`src/rtl/uart_tx_fifo.sv`:
```
// uart_tx_fifo: byte FIFO feeding an 8N1 UART transmitter with a programmable bit period.
module uart_tx_fifo #(
    parameter int DEPTH = 8,
    parameter int DIV_W = 16
) (
    input  logic                     clk,
    input  logic                     resetn,
    input  logic [DIV_W-1:0]         cfg_div,
    input  logic                     wr_valid,
    input  logic [7:0]               wr_data,
    output logic                     wr_ready,
    output logic                     uart_tx,
    output logic                     busy,
    output logic [$clog2(DEPTH):0]   fifo_level
);
    localparam int AW = $clog2(DEPTH);
    localparam int LW = AW + 1;

    typedef enum logic [1:0] {IDLE, START, DATA, STOP} state_t;

    state_t            state;
    logic [7:0]        mem [DEPTH];
    logic [AW-1:0]     wr_ptr, rd_ptr;
    logic [7:0]        shift;
    logic [2:0]        bit_cnt;
    logic [DIV_W-1:0]  div_q, clk_cnt;
    logic              push, pop, bit_end;
    logic [LW-1:0]     level_next;

    assign push       = wr_valid && wr_ready;
    assign bit_end    = clk_cnt == div_q - DIV_W'(1);
    assign pop        = (fifo_level != '0) && (state == IDLE || (state == STOP && bit_end));
    assign level_next = fifo_level + LW'(push) - LW'(pop);
    assign busy       = (state != IDLE) || (fifo_level != '0);

    always_ff @(posedge clk)
        if (push) mem[wr_ptr] <= wr_data;

    // wr_ready is registered from the next level so it never depends on wr_valid combinationally
    always_ff @(posedge clk or negedge resetn) begin
        if (!resetn) begin
            wr_ptr     <= '0;
            rd_ptr     <= '0;
            fifo_level <= '0;
            wr_ready   <= 1'b0;
        end else begin
            if (push) wr_ptr <= wr_ptr + 1'b1;
            if (pop) rd_ptr <= rd_ptr + 1'b1;
            fifo_level <= level_next;
            wr_ready   <= level_next != LW'(DEPTH);
        end
    end

    always_ff @(posedge clk or negedge resetn) begin
        if (!resetn) begin
            state   <= IDLE;
            uart_tx <= 1'b1;
            shift   <= '0;
            bit_cnt <= '0;
            clk_cnt <= '0;
            div_q   <= DIV_W'(2);
        end else if (pop) begin
            state   <= START;
            shift   <= mem[rd_ptr];
            uart_tx <= 1'b0;
            bit_cnt <= '0;
            clk_cnt <= '0;
            div_q   <= (cfg_div < DIV_W'(2)) ? DIV_W'(2) : cfg_div;
        end else begin
            clk_cnt <= (state == IDLE || bit_end) ? '0 : clk_cnt + DIV_W'(1);
            case (state)
                IDLE: uart_tx <= 1'b1;
                START:
                    if (bit_end) begin
                        state   <= DATA;
                        uart_tx <= shift[0];
                        shift   <= shift >> 1;
                    end
                DATA:
                    if (bit_end) begin
                        if (bit_cnt == 3'd7) begin
                            state   <= STOP;
                            uart_tx <= 1'b1;
                        end else begin
                            bit_cnt <= bit_cnt + 3'd1;
                            uart_tx <= shift[0];
                            shift   <= shift >> 1;
                        end
                    end
                STOP:
                    if (bit_end) state <= IDLE;
                default: state <= IDLE;
            endcase
        end
    end
endmodule

```
`config.mk`:
```
export PLATFORM = sky130hd
export DESIGN_NAME = uart_tx_fifo
export DESIGN_NICKNAME = d
export VERILOG_FILES = /design/src/rtl/uart_tx_fifo.sv
export SDC_FILE = /design/constraint.sdc
export NUM_CORES = 1
export LEC_CHECK = 0
export ABC_CLOCK_PERIOD_IN_PS = 4600
export CAP_MARGIN = 5
export CORE_UTILIZATION = 54
export DETAILED_ROUTE_END_ITERATION = 7
export PLACE_DENSITY = 0.75
export SLEW_MARGIN = 10
export SYNTH_ARGS = -nofsm -noshare
export SYNTH_HDL_FRONTEND = slang
export SYNTH_SLANG_ARGS = --single-unit
```
`constraint.sdc`:
```
create_clock -name clk -period 4.6 [get_ports clk]
set_input_delay 0.92 -clock clk [delete_from_list [all_inputs] [get_ports clk]]
set_output_delay 0.92 -clock clk [all_outputs]
set_load 0.01 [all_outputs]
```
==> flow_summary.rst, run 1 <==
.. list-table::
   :header-rows: 1

   * - Metric
     - Value
   * - Routed wire length per instance
     - 17.6 um
   * - Antenna Violating Nets Remaining
     - 0
   * - Clock tree from TritonCTS
     - done
   * - Post-cts hold buffer count
     - 0
   * - Total number of nets in the final design
     - 526
   * - Port Buffer Count
     - 33
   * - Number of vias per cell
     - 5.64
   * - Via count of the first global-routing pass
     - around 3,600
   * - Net count of the mapped netlist
     - slightly below 500
   * - Clock Power Share
     - 29.4%
   * - Register bit total from synthesis
     - 121
   * - Max Clock Freq
     - between 200 and 250 MHz
   * - Hold/Removal Path Class
     - register to register
   * - Result of the run
     - completed
   * - Required time of the critical path
     - 4.99 ns
   * - Total design power
     - 0.00442 W
   * - R2R Path Start
     - div_q[1]
   * - Clock latency reported for the late side of the worst-skew pair
     - 0.53 ns
   * - Routability congestion estimate from global placement
     - a little under 0.9
   * - Count of unique library cells instantiated by Yosys
     - 56
   * - Global-route wire length before repair
     - 18,300 um
   * - Buffer type at the clock tree root
     - sky130_fd_sc_hd__clkbuf_8
   * - Critical Path Start
     - div_q[1]
   * - Antenna fix cells
     - 0
   * - Final-report setup violation count
     - 0
   * - Sequential cell fraction of total power
     - about two fifths
   * - Effective utilization at floorplan
     - between 50 and 60%
   * - TritonCTS Buffers
     - 17
   * - Final non-filler cell total
     - ~630
   * - Largest cells by area after synthesis
     - sky130_fd_sc_hd__edfxtp_1 33%, sky130_fd_sc_hd__dfrtp_1 24%, sky130_fd_sc_hd__mux4_2 6.2%, sky130_fd_sc_hd__mux2i_1 4.1%, sky130_fd_sc_hd__xnor2_1 3.9%
   * - Sequential share of the synthesized area
     - between 50 and 60%
   * - Final Slew Violations
     - 0
   * - H-tree level count
     - 4
   * - Power density over cell area
     - 644 nW/um^2
   * - Finished layout cell area
     - 6860 um^2
   * - Share of synthesized flip-flops with an asynchronous set or reset
     - a little under half
   * - Period utilisation layout
     - 93.9%
   * - List of most frequent post-synthesis cells
     - 64 x sky130_fd_sc_hd__edfxtp_1, 55 x sky130_fd_sc_hd__dfrtp_1, 40 x sky130_fd_sc_hd__nor2_1, 26 x sky130_fd_sc_hd__xnor2_1, 25 x sky130_fd_sc_hd__nand2_1
   * - Slew at the pin closest to its max-slew limit
     - 0.965 ns
   * - Slew Limit Headroom
     - 35.4%
   * - Setup slack of the worst register-to-register path
     - 0.28 ns
   * - Area growth from synthesis to final layout
     - 18.1%
   * - Post-CTS resize count
     - 0
   * - Area of the multi-input gates
     - 2300 um^2
   * - Proportion of power drawn by combinational gates
     - 31.9%
   * - DIE AREA
     - 11,200 um^2
   * - CP arrival
     - 4.71 ns
   * - End of the worst register-to-register path
     - wr_ready
   * - Fraction of the core area covered by cells at the end of the flow
     - 66.1%
   * - Wirelength, routed
     - 11,100 um
   * - Number of instances on the worst hold path
     - 2
   * - Clock slew at reported path FFs
     - 0.07 ns
   * - Fraction of final layout cells with drive strength greater than 1
     - 16.9%
   * - Initial antenna violation count
     - 0
   * - CTS Sinks
     - 121
   * - Drt first-iter violations
     - between 150 and 200
   * - Inst Count DP
     - 600
   * - Most frequent cell after synthesis
     - sky130_fd_sc_hd__edfxtp_1
   * - Number of placed I/O pins
     - 34
   * - Fin Setup TNS
     - 0 ns
   * - Vias
     - about 3,600
   * - Final number of hold-violating endpoints
     - 0
   * - Timing endpoint of the critical path
     - wr_ready
   * - Worst clock skew
     - 0.00765 ns
   * - Horizontal die dimension
     - 106 um
   * - Sort of element at the end of the critical path
     - register
   * - Worst reg-to-reg path cell count
     - 16
   * - Initial DRT Pass Iterations
     - 4
   * - Internal portion of total power
     - 0.00289 W
   * - Critical Setup Path Class
     - register to register
   * - Top FF cell, synth
     - sky130_fd_sc_hd__edfxtp_1
   * - # rows
     - 37
   * - Switching power
     - 0.00153 W
   * - Cell area after placement
     - 6260 um^2
   * - Startpoint Class
     - register
   * - Post-synth EDFFs
     - 64
   * - Number of violations of the max-capacitance limit
     - 0
   * - Area of the mapped netlist
     - ~5800 um^2
   * - GRT Total Usage
     - 22.2%
   * - Core Region
     - just over 10,000 um^2
   * - Minimum clock period
     - between 4 and 5 ns
   * - Synth warn
     - 0
   * - Gr ovfl total
     - 0
   * - Net switching fraction of the power
     - 34.5%
   * - Number of inserted filler cells in the final layout
     - between 700 and 800
   * - Unrepaired setup endpoints after global routing
     - no
   * - Number of DRC violations after detailed routing
     - 0
   * - Post-synth top area share
     - roughly a third
   * - Maximum number of pins on one net before global-route repair
     - between 50 and 60
   * - Leakage power
     - between 2 and 3 nW
   * - HPWL after detailed placement
     - 7600 um
   * - Post-synthesis cell count
     - about 450
   * - Clk buf depth
     - 2
   * - Syn Area/Cell
     - 13.0 um^2
   * - Maximum fanout along the worst path
     - 5
   * - Storage cell area
     - 3350 um^2
   * - # Post-CTS Setup Buffers
     - 0
   * - Vertical die dimension
     - 106 um
   * - Maximum vdd drop
     - 492 uV
   * - Synth area leader
     - sky130_fd_sc_hd__edfxtp_1
==> critical path, stage by stage (launching register included) <==
cell                        delay (ns)
sky130_fd_sc_hd__dfstp_2          0.58
sky130_fd_sc_hd__inv_1            0.05
sky130_fd_sc_hd__ha_1             0.28
sky130_fd_sc_hd__xor2_1           0.15
sky130_fd_sc_hd__nand2_1          0.07
sky130_fd_sc_hd__a2111oi_1        0.38
sky130_fd_sc_hd__buf_4            0.20
sky130_fd_sc_hd__nand2_1          0.05
sky130_fd_sc_hd__or4_4            0.57
sky130_fd_sc_hd__o21ai_4          0.18
sky130_fd_sc_hd__ha_1             0.24
sky130_fd_sc_hd__inv_1            0.06
sky130_fd_sc_hd__ha_1             0.15
sky130_fd_sc_hd__inv_1            0.05
sky130_fd_sc_hd__fa_1             0.47
sky130_fd_sc_hd__inv_1            0.05
sky130_fd_sc_hd__or4b_2           0.65
==> kinds of logic after synthesis <==
logic type      Yosys count  synth area share [%]
simple gates            137                  12.3
flops                   121                  57.7
mux                      56                  13.4
buf+inv                  41                  2.95
xor+xnor                 39                  5.88
compound gates           35                  4.07
fa+ha+maj                16                  3.58
==> power by group through the flow <==
stage	Clock (W)	Combinational [W]	Sequential, W
floorplan	0	0.00117	0.00159
global placement	0	0.00139	0.00172
detailed placement	0	0.00142	0.00173
CTS	0.00132	0.00143	0.00172
global route	0.00136	0.00158	0.00176
finish	0.00130	0.00141	0.00171
==> placed cells by master, fill, tap and decap left out, drive strengths merged, types with 3 or more instances in the layout <==
master and instances:
nand4 6, mux2i 24, xnor2 26, and3 3
dfrtp 55, a31oi 3, o21ai 12, mux4 16
or3 3, nor3b 4, clkdlybuf4s50 32, clkbuf 17
xor2 13, nand2 25, buf 7, inv 31
clkinv 3, a21oi 3, mux2 16, ha 15
or4 3, nand2b 6, or2 3, nand3 14
nor3 8, nand3b 6, nor4 9, edfxtp 64
nor2 40
==> state kept, by name, summed over array words and instances, names as in the netlist <==
register / cells
uart_tx: 1
shift: 8
state: 2
div_q: 16
wr_ptr: 3
mem: 64
rd_ptr: 3
clk_cnt: 16
bit_cnt: 3
wr_ready: 1
fifo_level: 4
==> worst min path at each step <==
stage	start	to	slack, ns
6_report	uart_tx	uart_tx	0.48
5_1_grt	uart_tx	uart_tx	0.52
4_1_cts	uart_tx	uart_tx	0.49
3_5_place_dp	uart_tx	uart_tx	0.47
3_3_place_gp	uart_tx	uart_tx	0.46
2_1_floorplan	uart_tx	uart_tx	0.47
==> layout make-up <==
cell class	count	area share [%]
inverters	21	1.15
clock inverters	15	2.50
flip-flops and latches	121	48.9
multi-input cells	283	33.6
repair buffers	39	5.40
clock buffers	17	6.04
well taps	136	2.48
==> routing by layer <==
layer  vias up  track usage (%)  wire [um]
li1       1707                -          -
met1      1767             26.4       4600
met2        73             37.5       5860
met3        15             6.12        423
met4         0             10.1        222
met5         -                0          0
==> through the flow <==
| step | setup WS [ns] | hold WS [ns] |
|---|---|---|
| 3_3_place_gp | 0.267 | 0.465 |
| 2_1_floorplan | 0.146 | 0.471 |
| 6_report | 0.278 | 0.477 |
| 3_5_place_dp | 0.243 | 0.474 |
| 4_1_cts | 0.217 | 0.487 |
| 5_1_grt | 0.0587 | 0.518 |
No activity file was read; power rests on OpenSTA's default activity.
==> run 2, diff against run 1 <==
CORE_MARGIN = 3   (was not set)
==> flow_summary.rst, run 2 (synthesis gave the netlist of run 1 again) <==
.. list-table::
   :header-rows: 1

   * - Metric
     - Value
   * - Hold/Removal Path Class
     - register to register
   * - Minimum clock period
     - 4.33 ns (+0.00954 ns)
   * - Global-route wire length before repair
     - 18,400 um (+0.45%)
   * - Number of violations of the max-capacitance limit
     - 0 (unchanged)
   * - HPWL after detailed placement
     - 7660 um (+0.81%)
   * - Port Buffer Count
     - 33 (unchanged)
   * - CTS Sinks
     - 121 (unchanged)
   * - Sequential cell fraction of total power
     - 40.5% (+1.8 points)
   * - Via count of the first global-routing pass
     - 3,708 (+1.9%)
   * - Slew at the pin closest to its max-slew limit
     - 1.08 ns (+0.111 ns)
   * - Largest registers ranked by flip-flop count
     - mem x64, clk_cnt x16, div_q x16
   * - Critical Setup Path Class
     - register to register
   * - Vertical die dimension
     - 110 um (+3.8%)
   * - Unrepaired setup endpoints after global routing
     - no
   * - Cell area after placement
     - 6250 um^2 (-0.24%)
   * - GRT Total Usage
     - 20.6% (-1.5 points)
   * - Post-cts hold buffer count
     - 0 (unchanged)
   * - Most used cells in the layout excluding fill and tap cells
     - 64 x sky130_fd_sc_hd__edfxtp_1, 55 x sky130_fd_sc_hd__dfrtp_1, 40 x sky130_fd_sc_hd__nor2_1, 32 x sky130_fd_sc_hd__clkdlybuf4s50_1, 26 x sky130_fd_sc_hd__xnor2_1
   * - Maximum vdd drop
     - 484 uV (-1.6%)
   * - Max Clock Freq
     - 231 MHz (-0.22%)
   * - Drt first-iter violations
     - 193 (+15%)
   * - Buffer type at the clock tree root
     - sky130_fd_sc_hd__clkbuf_8
   * - CP arrival
     - 4.71 ns (about the same)
   * - Net switching fraction of the power
     - 34.3% (-0.23 points)
   * - Number of vias per cell
     - 5.76 (+2.2%)
   * - Proportion of power drawn by combinational gates
     - 32.0% (about the same)
   * - Wirelength, routed
     - 11,400 um (+2.9%)
   * - Post-CTS resize count
     - 0 (unchanged)
   * - Clk buf depth
     - 2 (unchanged)
   * - Final number of hold-violating endpoints
     - 0 (unchanged)
   * - Routed wire length per instance
     - 18.1 um (+3.3%)
   * - Area growth from synthesis to final layout
     - 17.1%
   * - Worst clock skew
     - 0.00682 ns (-0.000830 ns)
   * - Largest register FFs
     - 64 (unchanged)
   * - TritonCTS Buffers
     - 17 (unchanged)
   * - Commonest non-fill, non-tap cell in the layout
     - sky130_fd_sc_hd__edfxtp_1
   * - Maximum number of pins on one net before global-route repair
     - 58 (unchanged)
   * - Initial DRT Pass Iterations
     - 4 (unchanged)
   * - Clock tree from TritonCTS
     - done
   * - Number of instances on the worst hold path
     - 2 (unchanged)
   * - Finished layout cell area
     - 6800 um^2 (-0.89%)
   * - Number of DRC violations after detailed routing
     - 0 (unchanged)
   * - Clock slew at reported path FFs
     - 0.06 ns (about the same)
   * - Gr ovfl total
     - 0 (unchanged)
   * - Core Region
     - 10,400 um^2 (unchanged)
   * - Maximum fanout along the worst path
     - 5 (unchanged)
   * - Register containing the most flip-flops in the final layout
     - mem
   * - Antenna Violating Nets Remaining
     - 0 (unchanged)
   * - Fin Setup TNS
     - 0 ns (unchanged)
   * - Total number of nets in the final design
     - 524 (-0.38%)
   * - Vias
     - 3,628 (+1.9%)
   * - Number of placed I/O pins
     - 34 (unchanged)
   * - Fraction of final layout cells with drive strength greater than 1
     - 15.8% (-1.1 points)
   * - Final-report setup violation count
     - 0 (unchanged)
   * - Internal portion of total power
     - 0.00285 W (-1.5%)
   * - Worst reg-to-reg path cell count
     - 15 (-1)
   * - Clock Power Share
     - 27.5% (-1.9 points)
   * - Startpoint Class
     - register
   * - Power density over cell area
     - 639 nW/um^2 (-0.92%)
   * - Slew Limit Headroom
     - 28.3% (-7.2 points)
   * - Routability congestion estimate from global placement
     - 0.879 (+0.45%)
   * - Sort of element at the end of the critical path
     - register
   * - Antenna fix cells
     - 0 (unchanged)
   * - DIE AREA
     - 12,000 um^2 (+7.7%)
   * - Horizontal die dimension
     - 110 um (+3.8%)
   * - Period utilisation layout
     - 94.2% (+0.21 points)
   * - H-tree level count
     - 4 (unchanged)
   * - # rows
     - 37 (unchanged)
   * - Final Slew Violations
     - 0 (unchanged)
   * - Required time of the critical path
     - 4.98 ns (about the same)
   * - Leakage power
     - 2.60 nW (-1.4%)
   * - # Post-CTS Setup Buffers
     - 0 (unchanged)
   * - Effective utilization at floorplan
     - 56.0% (unchanged)
   * - Clock latency reported for the late side of the worst-skew pair
     - 0.52 ns (about the same)
   * - Switching power
     - 0.00149 W (-2.5%)
   * - Initial antenna violation count
     - 0 (unchanged)
   * - Result of the run
     - completed
## run 2: final timing paths
check,start,to,slack (ns)
setup / recovery,div_q[1],wr_ready,0.27
min in group asynchronous,resetn,clk_cnt[14],0.54
max in group asynchronous,resetn,div_q[9],3.58
hold / removal,uart_tx,uart_tx,0.47
hold reg to reg,uart_tx,uart_tx,0.47
setup reg to reg,div_q[1],wr_ready,0.27
## run 2: area by class of cell
class	count	area, um^2
Clock buffer	17	414
Clock inverter	15	126
Fill cell	768	3570
Inverter	21	78.8
Multi-Input combinational cell	283	2300
Sequential cell	121	3350
Tap cell	136	170
Timing Repair Buffer	37	355
## run 2: worst max-delay path, stage by stage (launching register included)
cell                        delay, ns
sky130_fd_sc_hd__dfstp_2         0.57
sky130_fd_sc_hd__inv_1           0.05
sky130_fd_sc_hd__ha_1            0.28
sky130_fd_sc_hd__xor2_1          0.17
sky130_fd_sc_hd__nand2_1         0.07
sky130_fd_sc_hd__a2111oi_0       0.50
sky130_fd_sc_hd__nand2_1         0.11
sky130_fd_sc_hd__or4_4           0.58
sky130_fd_sc_hd__o21ai_4         0.19
sky130_fd_sc_hd__ha_1            0.24
sky130_fd_sc_hd__inv_1           0.05
sky130_fd_sc_hd__ha_1            0.16
sky130_fd_sc_hd__inv_1           0.06
sky130_fd_sc_hd__fa_1            0.47
sky130_fd_sc_hd__inv_1           0.05
sky130_fd_sc_hd__or4b_2          0.65
## run 2: per-stage QoR
step	cells	utilization (%)	total power, W	worst slack, ns	hold slack (ns)
after floorplan	445	-	0.00276	0.146	0.471
after global placement	598	60.3	0.00309	0.325	0.466
after detailed placement	598	60.3	0.00316	0.247	0.462
after CTS	630	65.5	0.00437	0.276	0.476
after global routing	630	65.5	0.00461	0.0155	0.492
final	630	65.5	0.00434	0.269	0.470
## run 2: power by group through the flow
stage	logic (W)	registers (W)	clock network [W]
3_5_place_dp	0.00139	0.00177	0
2_1_floorplan	0.00117	0.00159	0
4_1_cts	0.00140	0.00176	0.00122
5_1_grt	0.00154	0.00180	0.00127
3_3_place_gp	0.00133	0.00176	0
6_report	0.00139	0.00176	0.00119
## run 2: per-layer routing
layer / GRT usage, % / wire length [um] / share of wire [%] / up-vias
met1: 24.0 / 4640 / 41 / 1829
met5: 0 / 0 / 0 / -
met3: 4.87 / 411 / 3.6 / 20
met4: 7.57 / 197 / 1.7 / 0
met2: 37.0 / 6180 / 54 / 73
li1: - / - / - / 1706
==> run 3, diff against run 2 <==
ABC_CLOCK_PERIOD_IN_PS = 4930   (was 4600)
CAP_MARGIN = not set   (was 5)
CORE_UTILIZATION = 60   (was 54)
PLACE_DENSITY = 0.79   (was 0.75)
clock period = 4.93 ns   (was 4.6 ns; I/O delays follow)
==> flow_summary.rst, run 3 (synthesis gave the netlist of run 1 again) <==
.. list-table::
   :header-rows: 1

   * - Metric
     - Value
   * - Initial DRT Pass Iterations
     - 4 (unchanged)
   * - Largest stage delay on the critical path
     - 0.65 ns (about the same)
   * - Post-cts hold buffer count
     - 0 (unchanged)
   * - Clock slew at reported path FFs
     - 0.06 ns (about the same)
   * - Setup WS pre-CTS
     - 0.559 ns (+0.312 ns)
   * - Routability congestion estimate from global placement
     - 0.867 (-1.3%)
   * - Final Slew Violations
     - 0 (unchanged)
   * - Buffer type at the clock tree root
     - sky130_fd_sc_hd__clkbuf_8
   * - Maximum vdd drop
     - 391 uV (-19%)
   * - Clk buf depth
     - 2 (unchanged)
   * - Post-CTS resize count
     - 0 (unchanged)
   * - Fraction of the core area covered by cells at the end of the flow
     - 73.3% (+7.8 points)
   * - Number of placed I/O pins
     - 34 (unchanged)
   * - Cell area after placement
     - 6250 um^2 (about the same)
   * - Effective utilization at floorplan
     - 62.2% (+6.3 points)
   * - Commonest non-fill, non-tap cell in the layout
     - sky130_fd_sc_hd__edfxtp_1
   * - Antenna Violating Nets Remaining
     - 0 (unchanged)
   * - Gr ovfl total
     - 0 (unchanged)
   * - Hold/Removal Path Class
     - register to register
   * - HPWL after detailed placement
     - 7530 um (-1.7%)
   * - Routed wire length per instance
     - 18.6 um (+2.3%)
   * - Maximum number of pins on one net before global-route repair
     - 58 (unchanged)
   * - Worst clock skew
     - 0.00787 ns (+0.00106 ns)
   * - Clock tree from TritonCTS
     - done
   * - Slew at the pin closest to its max-slew limit
     - 0.928 ns (-0.148 ns)
   * - Final number of hold-violating endpoints
     - 0 (unchanged)
   * - Final-report setup violation count
     - 0 (unchanged)
   * - Finished layout cell area
     - 6840 um^2 (+0.66%)
   * - Core Region
     - 9330 um^2 (-10%)
   * - H-tree level count
     - 4 (unchanged)
   * - Number of DRC violations after detailed routing
     - 0 (unchanged)
   * - Drt first-iter violations
     - 195 (+1.0%)
   * - Total number of nets in the final design
     - 525 (+0.19%)
   * - Number of violations of the max-capacitance limit
     - 0 (unchanged)
   * - Largest registers ranked by flip-flop count
     - mem x64, clk_cnt x16, div_q x16
   * - Vias
     - 3,601 (-0.74%)
   * - Initial antenna violation count
     - 0 (unchanged)
   * - Horizontal die dimension
     - 104 um (-4.9%)
   * - Via count of the first global-routing pass
     - 3,768 (+1.6%)
   * - Power density over cell area
     - 610 nW/um^2 (-4.5%)
   * - Sort of element at the end of the critical path
     - register
   * - Antenna fix cells
     - 0 (unchanged)
   * - GRT Total Usage
     - 23.2% (+2.6 points)
   * - Wirelength, routed
     - 11,600 um (+1.4%)
   * - Number of vias per cell
     - 5.77 (+0.21%)
   * - Clock latency reported for the late side of the worst-skew pair
     - 0.53 ns (about the same)
   * - Leakage power
     - 2.64 nW (+1.4%)
   * - Final worst setup slack
     - 0.521 ns (+0.252 ns)
   * - Result of the run
     - completed
   * - Fraction of final layout cells with drive strength greater than 1
     - 16.6% (+0.78 points)
   * - Critical Setup Path Class
     - register to register
   * - Period utilisation layout
     - 89.4% (-4.7 points)
   * - Vertical die dimension
     - 104 um (-4.9%)
   * - # Post-CTS Setup Buffers
     - 0 (unchanged)
   * - Fin Setup TNS
     - 0 ns (unchanged)
   * - Port Buffer Count
     - 33 (unchanged)
   * - Minimum clock period
     - 4.41 ns (+0.0781 ns)
   * - # rows
     - 35 (-5.4%)
   * - CP arrival
     - 4.80 ns (+0.09 ns)
   * - Max Clock Freq
     - 227 MHz (-1.8%)
   * - Critical path, cell by cell
     - inv_1, ha_1, xor2_1, nand2_1, a2111oi_0, nand2_1, or4_4, o21ai_4, ha_1, inv_1, ha_1, inv_1, fa_1, inv_1, or4b_2
   * - Final-layout worst hold slack
     - 0.481 ns (+0.0106 ns)
   * - Required time of the critical path
     - 5.32 ns (+0.34 ns)
   * - Worst path slowest cell
     - sky130_fd_sc_hd__or4b_2
   * - Most used cells in the layout excluding fill and tap cells
     - 64 x sky130_fd_sc_hd__edfxtp_1, 55 x sky130_fd_sc_hd__dfrtp_1, 40 x sky130_fd_sc_hd__nor2_1, 32 x sky130_fd_sc_hd__clkdlybuf4s50_1, 26 x sky130_fd_sc_hd__xnor2_1
   * - Largest register FFs
     - 64 (unchanged)
   * - Number of inserted filler cells in the final layout
     - 610 (-21%)
   * - Slew Limit Headroom
     - 37.9% (+9.6 points)
   * - Unrepaired setup endpoints after global routing
     - no
   * - Register containing the most flip-flops in the final layout
     - mem
   * - Setup slack of the worst register-to-register path
     - 0.52 ns (+0.25 ns)
   * - TritonCTS Buffers
     - 17 (unchanged)
   * - Area growth from synthesis to final layout
     - 17.8%
   * - DIE AREA
     - 10,900 um^2 (-9.5%)
   * - Startpoint Class
     - register
   * - Global-route wire length before repair
     - 19,300 um (+4.8%)
   * - Most Frequent Cell on Critical Path
     - sky130_fd_sc_hd__inv_1
   * - Maximum fanout along the worst path
     - 5 (unchanged)
   * - CTS Sinks
     - 121 (unchanged)
==> run 3: through the flow <==
| step | cells | total power, W |
|---|---|---|
| after global placement | 592 | 0.00289 |
| final | 624 | 0.00417 |
| after floorplan | 445 | 0.00257 |
| after CTS | 624 | 0.00420 |
| after detailed placement | 592 | 0.00293 |
| after global routing | 624 | 0.00442 |
==> run 3: final cells by class <==
class	count	area [um^2]	area share, %
sequential	121	3350	49.0
multi-input combinational	283	2290	33.5
clock buffer	17	414	6.05
timing repair buffer	38	363	5.30
clock inverter	15	179	2.62
tap	129	161	2.36
inverter	21	78.8	1.15
==> run 3: layer usage <==
layer | global-route usage, % | vias to the layer above | part of all wire, %
met5 | 0 | - | 0
met4 | 8.17 | 0 | 1.7
met3 | 6.83 | 20 | 4.6
met2 | 39.3 | 78 | 53
met1 | 28.4 | 1794 | 41
li1 | - | 1709 | -
==> run 3: where the power goes <==
part / switching [W] / internal (W)
Combinational: 0.000651 / 0.000675
Sequential: 0.000276 / 0.00133
Clock: 0.000503 / 0.000741
==> run 3: final timing paths <==
kind,cells past startpoint,to,startpoint
min in group asynchronous,2,div_q[13],resetn
max,15,wr_ready,div_q[1]
min reg2reg,2,uart_tx,uart_tx
min,2,uart_tx,uart_tx
max reg2reg,15,wr_ready,div_q[1]
max in group asynchronous,2,wr_ptr[2],resetn
==> run 3: worst max-delay path, delay by kind of cell, from the launching register on <==
kind	cells	cell delay (ns)
xor+xnor	1	0.16
buf+inv	4	0.22
flops	1	0.57
compound gates	2	0.73
simple gates	4	1.42
fa+ha+maj	4	1.17
